===== src/rtl/ball_render.sv =====
// ball_render: display-side renderer for the ball object.
// - Counts completed frames and issues a one-cycle `move` strobe every frame_div frames.
// - Holds a shadow copy of the ball centre that only reloads after a move strobe
//   or on the first cycle out of reset, so the ball never tears mid-frame.
// - Three-stage hit-test pipeline: |delta| -> delta^2 -> radius compare/colour;
//   syncs are delayed by the same three cycles.
// Optional build macro: BALL_OUTLINE_EN adds an outline_rgb ring of width 2 pixels
// at the rim of the ball (parameter outline_rgb exists only in that build).
module ball_render #(
  parameter int          width       = 1024,
  parameter int          height      = 768,
  parameter int          ball_radius = 16,
  parameter int          frame_div   = 1,
  parameter logic [11:0] ball_rgb    = 12'hF00,
  parameter logic [11:0] bg_rgb      = 12'h000,
`ifdef BALL_OUTLINE_EN
  parameter logic [11:0] outline_rgb = 12'hFFF,
`endif
  localparam int         h_width     = $clog2(width),
  localparam int         v_width     = $clog2(height)
) (
  input  logic               clk,
  input  logic               reset,
  input  logic [h_width-1:0] pixel_x,
  input  logic [v_width-1:0] pixel_y,
  input  logic               video_on,
  input  logic               hsync_in,
  input  logic               vsync_in,
  input  logic [h_width-1:0] ball_x,
  input  logic [v_width-1:0] ball_y,
  output logic               move,
  output logic [11:0]        rgb,
  output logic               hsync_out,
  output logic               vsync_out
);

  localparam int MAX_W = (h_width > v_width) ? h_width : v_width;
  localparam int SUM_W = 2 * MAX_W + 1;
  localparam int CNT_W = (frame_div > 1) ? $clog2(frame_div) : 1;

  localparam logic [CNT_W-1:0]   CNT_LAST = CNT_W'(frame_div - 1);
  localparam logic [h_width-1:0] X_LAST   = h_width'(width - 1);
  localparam logic [v_width-1:0] Y_LAST   = v_width'(height - 1);
  localparam logic [SUM_W-1:0]   R2       = SUM_W'(ball_radius * ball_radius);
`ifdef BALL_OUTLINE_EN
  localparam logic [SUM_W-1:0]   R2_IN    = SUM_W'((ball_radius - 2) * (ball_radius - 2));
`endif

  // Unsigned |a-b| without a sign bit: compare first, then subtract the smaller.
  function automatic logic [h_width-1:0] abs_diff_x(input logic [h_width-1:0] a,
                                                     input logic [h_width-1:0] b);
    return (a >= b) ? (a - b) : (b - a);
  endfunction

  function automatic logic [v_width-1:0] abs_diff_y(input logic [v_width-1:0] a,
                                                     input logic [v_width-1:0] b);
    return (a >= b) ? (a - b) : (b - a);
  endfunction

  function automatic logic [2*h_width-1:0] square_x(input logic [h_width-1:0] v);
    logic [2*h_width-1:0] e;
    e = {{h_width{1'b0}}, v};
    return e * e;
  endfunction

  function automatic logic [2*v_width-1:0] square_y(input logic [v_width-1:0] v);
    logic [2*v_width-1:0] e;
    e = {{v_width{1'b0}}, v};
    return e * e;
  endfunction

  logic [CNT_W-1:0]     count;
  logic                 reset_d;
  logic [h_width-1:0]   shadow_x;
  logic [v_width-1:0]   shadow_y;
  logic                 frame_end;

  logic [h_width-1:0]   dx_p1;
  logic [v_width-1:0]   dy_p1;
  logic                 vld_p1, hs_p1, vs_p1;
  logic [2*h_width-1:0] dx2_p2;
  logic [2*v_width-1:0] dy2_p2;
  logic                 vld_p2, hs_p2, vs_p2;
  logic [SUM_W-1:0]     dist2;
  logic                 hit;
`ifdef BALL_OUTLINE_EN
  logic                 inner;
`endif

  assign frame_end = video_on && (pixel_x == X_LAST) && (pixel_y == Y_LAST);

  // Frame counter; move is registered so it lands on the cycle after frame end.
  always_ff @(posedge clk) begin
    if (reset) begin
      count <= '0;
      move  <= 1'b0;
    end else begin
      move <= 1'b0;
      if (frame_end) begin
        if (count == CNT_LAST) begin
          count <= '0;
          move  <= 1'b1;
        end else begin
          count <= count + CNT_W'(1);
        end
      end
    end
  end

  // Shadow centre: reload after a move strobe (controller has just stepped)
  // or on the first cycle out of reset; otherwise hold for the whole frame.
  always_ff @(posedge clk) begin
    reset_d <= reset;
    if (reset) begin
      shadow_x <= '0;
      shadow_y <= '0;
    end else if (move || reset_d) begin
      shadow_x <= ball_x;
      shadow_y <= ball_y;
    end
  end

  // ---- stage 1: absolute distance from the shadow centre ----
  always_ff @(posedge clk) begin
    if (reset) begin
      dx_p1  <= '0;
      dy_p1  <= '0;
      vld_p1 <= 1'b0;
      hs_p1  <= 1'b0;
      vs_p1  <= 1'b0;
    end else begin
      dx_p1  <= abs_diff_x(pixel_x, shadow_x);
      dy_p1  <= abs_diff_y(pixel_y, shadow_y);
      vld_p1 <= video_on;
      hs_p1  <= hsync_in;
      vs_p1  <= vsync_in;
    end
  end

  // ---- stage 2: squared distances ----
  always_ff @(posedge clk) begin
    if (reset) begin
      dx2_p2 <= '0;
      dy2_p2 <= '0;
      vld_p2 <= 1'b0;
      hs_p2  <= 1'b0;
      vs_p2  <= 1'b0;
    end else begin
      dx2_p2 <= square_x(dx_p1);
      dy2_p2 <= square_y(dy_p1);
      vld_p2 <= vld_p1;
      hs_p2  <= hs_p1;
      vs_p2  <= vs_p1;
    end
  end

  // ---- stage 3: radius compare and colour select ----
  // The sum is one bit wider than either square so it can never wrap.
  assign dist2 = SUM_W'(dx2_p2) + SUM_W'(dy2_p2);
  assign hit   = (dist2 <= R2);
`ifdef BALL_OUTLINE_EN
  assign inner = (dist2 <= R2_IN);
`endif

  // Output register: colour is forced to black outside the active region.
  always_ff @(posedge clk) begin
    if (reset) begin
      rgb       <= 12'h000;
      hsync_out <= 1'b0;
      vsync_out <= 1'b0;
    end else begin
      hsync_out <= hs_p2;
      vsync_out <= vs_p2;
      if (!vld_p2) begin
        rgb <= 12'h000;
`ifdef BALL_OUTLINE_EN
      end else if (inner) begin
        rgb <= ball_rgb;
      end else if (hit) begin
        rgb <= outline_rgb;
`else
      end else if (hit) begin
        rgb <= ball_rgb;
`endif
      end else begin
        rgb <= bg_rgb;
      end
    end
  end

endmodule


===== config.mk =====
export PLATFORM = sky130hd
export DESIGN_NAME = ball_render
export DESIGN_NICKNAME = d
export VERILOG_FILES = /design/src/rtl/ball_render.sv
export SDC_FILE = /design/constraint.sdc
export NUM_CORES = 1
export LEC_CHECK = 0
export CAP_MARGIN = 25
export CORE_UTILIZATION = 30
export CTS_CLUSTER_DIAMETER = 200
export DETAILED_ROUTE_END_ITERATION = 8
export PLACE_DENSITY = 0.57
export RECOVER_POWER = 25
export SYNTH_ARGS = -nofsm -noshare
export SYNTH_HDL_FRONTEND = slang
export SYNTH_SLANG_ARGS = --single-unit

===== constraint.sdc =====
create_clock -name clk -period 13.25 [get_ports clk]
set_input_delay 2.65 -clock clk [delete_from_list [all_inputs] [get_ports clk]]
set_output_delay 2.65 -clock clk [all_outputs]
set_load 0.005 [all_outputs]

==> qor.yml <==
run_status:
  status: "finished, violations left"
  violations: "max-capacitance violations, max-slew violations"
worst_setup_path:
  critPathTopFamily: "simple AND/OR/NAND/NOR gates"
  r2r_cells: 17
  r2r-end: "dx2_p2[15]$_SDFF_PP0_"
  end_kind: "flop"
  cpMaxStageDelayCell: "clkbuf_1"
  crit_arrival_ns: 6.92
  critPathMaxFanout: 98
  path_buf_inv: 2
  cpPeakStageDelay_ns: 1.47
  crit_chain: "buf_2 -> clkbuf_1 -> or4b_2 -> a21oi_1 -> o21ai_0 -> nor2_1 -> o2111ai_1 -> a211oi_1 -> nand4_1 -> nor4_1"
  r2r_start: "dx_p1[1]$_SDFF_PP0_"
  crit_type: "primary input to flop"
  worstPathRequired_ns: 13.43
  worst-r2r-setup-slack_ns: 7.63
  startpoint_type: "primary input"
synthesis:
  yosysTopAreaCell: "fa_1"
  yosysUniqueCellTypes: 64
  synth_top_area_share: 0.1862
  yosysMostFrequentCell: "inv_1"
  syn_inst: 1237
  ys_ff_latch: 89
  avgSynthCellArea_um2: 8.606
  ys_seq_area_frac: 0.1674
  yosys-top-cells-area: "fa_1 19%, ha_1 18%, dfxtp_1 17%"
  synth_common_cells: "188 x inv_1, 153 x ha_1, 105 x nand2_1"
  yosysWarnings: 0
  async_flop_share: 0
  synth-edff-count: 0
  synthesis.area_um2: 10650
  synth_ff_type: "dfxtp_1"
sta:
  fin_crit_ns: 6.740
  finalCritPeriodShare: 0.5086
  drv_slew: 99
  fmaxAchievable_mhz: 148.4
  hold_slack_ns: 0.4454
  tightestPinTransition_ns: 4.157
  clock_skew_ns: 0.01208
  max_slew_margin: -1.771
  final_hold_viol_count: 0
  setup_violations: 0
  setup_tns_ns: 0
  rsz0062_at_grt: "no"
drt:
  dr_total_vias: 8075
  dr.max_layer_used: "met4"
  routed_wirelength_um: 21790
  wl_met1_um: 10290
  via_per_inst: 4.678
  firstDrtPassIters: 5
  drcViolationCount: 0
  avgRoutedWirePerCell_um: 12.62
  dr_wl_met3_um: 683
  drt_iter0_markers: 342
  drt.antenna.violating_nets: 0
  wl_met2_um: 10630
global_routing:
  track_usage: 0.1253
  antenna_found_initial: 1
  grt_pass1_vias: 8206
  overflow: 0
  grt_max_degree: 99
  grt_first_pass_wirelength_um: 37740
job:
  maxCapViolCount: 1
clock_network:
  holdBufCountCts: 0
  tritoncts: "built"
  cts_buffer_depth: 2
  clk_pin_slew_ns: 0.08
  cts_setup_buffers: 0
  cts_buffers: 9
  post_cts_resized: 0
  cts_sinks: 89
  clock_latency_ns: 0.35
  cts-root-buf: "clkbuf_16"
  cts_htree_levels: 3
placement:
  place_congestion: 0.8430
  hpwl_um: 17670
  dp.cells: 1710
  place.port_buffers: 51
power:
  power.density_nw_per_um2: 125.6
  p_leak_nw: 5.918
  irDropWorstVdd_mv: 0.06773
layout:
  drive_gt1_frac: 0.04721
  stdcell_count: 1726
  syn_to_final_growth_pct: 11.21
  antenna_cells: 0
  nNetsFinal: 1563
die:
  die-area_um2: 36240
  io_pins: 60
  fp.coreArea_um2: 34710
  die_w_um: 190.4
  rows: 68
  start_util: 0.3067
  die_y_um: 190.4
min_path:
  min-delay-path-class: "flop to flop"
  hp-start: "hs_p1$_SDFF_PP0_"
  whs_endpoint: "hs_p2$_SDFF_PP0_"
  min_path_cells: 1
[worst reg2reg max path, stage by stage (launching register included)]
cell and delay, ns:
dfxtp_1 0.63, nand2_1 0.18, fa_1 0.50, fa_1 0.49
inv_1 0.05, fa_1 0.50, fa_1 0.55, inv_1 0.06
fa_1 0.53, inv_1 0.04, ha_1 0.22, or3_1 0.35
o31ai_1 0.39, o211ai_1 0.22, a21o_1 0.21, a21oi_1 0.16
xor2_1 0.19, nor2_1 0.06
[layout make-up]
cell class / instances / area (um2)
Fill cell: 3668 / 22870
Multi-Input combinational cell: 924 / 7973
Sequential cell: 89 / 1782
Inverter: 188 / 705.7
Tap cell: 455 / 569.3
Timing Repair Buffer: 54 / 524.3
Clock buffer: 9 / 225.2
Clock inverter: 7 / 60.06
[per-stage QoR]
step                setup slack [ns]  power [W]  area (um2)  utilization
global placement               7.326   0.001238       11560       0.3329
CTS                            7.650   0.001510       11840       0.3412
detailed placement             7.312   0.001246       11560       0.3329
finish                         6.511   0.001487       11840       0.3410
global route                   6.023   0.001657       11840       0.3410
floorplan                      8.022   0.001058       10670            -
[sequential cells by signal, indices dropped and copies added, names as in the netlist]
name / count
vs_p2: 1
reset_d: 1
vld_p1: 1
hs_p1: 1
move: 1
vsync_out: 1
dx2_p2: 19
vld_p2: 1
hs_p2: 1
dy_p1: 10
shadow_y: 10
hsync_out: 1
vs_p1: 1
shadow_x: 10
rgb: 1
dy2_p2: 19
dx_p1: 10
[cells by family after synthesis]
family                     count (synthesis)  share of synthesized area
and+or+nand+nor                          377                     0.1764
adders and majority gates                252                     0.3660
buffers and inverters                    231                    0.08615
AOI/OAI and AO/OA                        195                     0.1206
DFF                                       89                     0.1674
xor gates and xnor gates                  53                    0.04361
muxes                                     39                    0.03949
other                                      1                  0.0003523
[routing by layer]
| layer | global-route usage | vias up |
|---|---|---|
| li1 | - | 4099 |
| met1 | 0.1595 | 3840 |
| met2 | 0.2235 | 124 |
| met3 | 0.02079 | 12 |
| met4 | 0.02031 | 0 |
| met5 | 0 | - |
[layout by cell type (no fill, tap or decap), types with 10 or more instances in the layout]
cell               n
dfxtp_1           89
and3_1            10
nand2_1          105
nor3_1            21
and2_1            57
xnor2_1           29
a21oi_1           75
a21o_1            27
fa_1              99
clkdlybuf4s50_1   50
inv_1            188
nand4_1           12
nor2_1            84
nand3_1           13
o21ai_0           25
o21a_1            10
xor2_1            24
nor2b_1           40
ha_1             153
mux2_2            23
mux2i_1           15
[where the power goes]
part / internal (W) / leakage, nW / switching, W
clock network: 0.000131 / 0.136 / 0.000122
logic: 0.000385 / 5.05 / 0.000486
registers: 0.000314 / 0.735 / 0.0000489
total: 0.000830 / 5.92 / 0.000657
[worst max path at each step]
stage	startpoint	end	slack, ns	depth (start not counted)
after CTS	dy_p1[1]$_SDFF_PP0_	dy2_p2[19]$_SDFF_PP0_	7.65	18
after global placement	pixel_y[0]	dy_p1[7]$_SDFF_PP0_	7.33	12
after detailed placement	pixel_x[0]	dx_p1[9]$_SDFF_PP0_	7.31	13
after global routing	reset	rgb[10]$_SDFF_PP0_	6.02	10
final	reset	rgb[10]$_SDFF_PP0_	6.51	10
after floorplan	dy_p1[0]$_SDFF_PP0_	dy2_p2[19]$_SDFF_PP0_	8.02	19
Note: power is estimated with default switching activity, not from simulation.
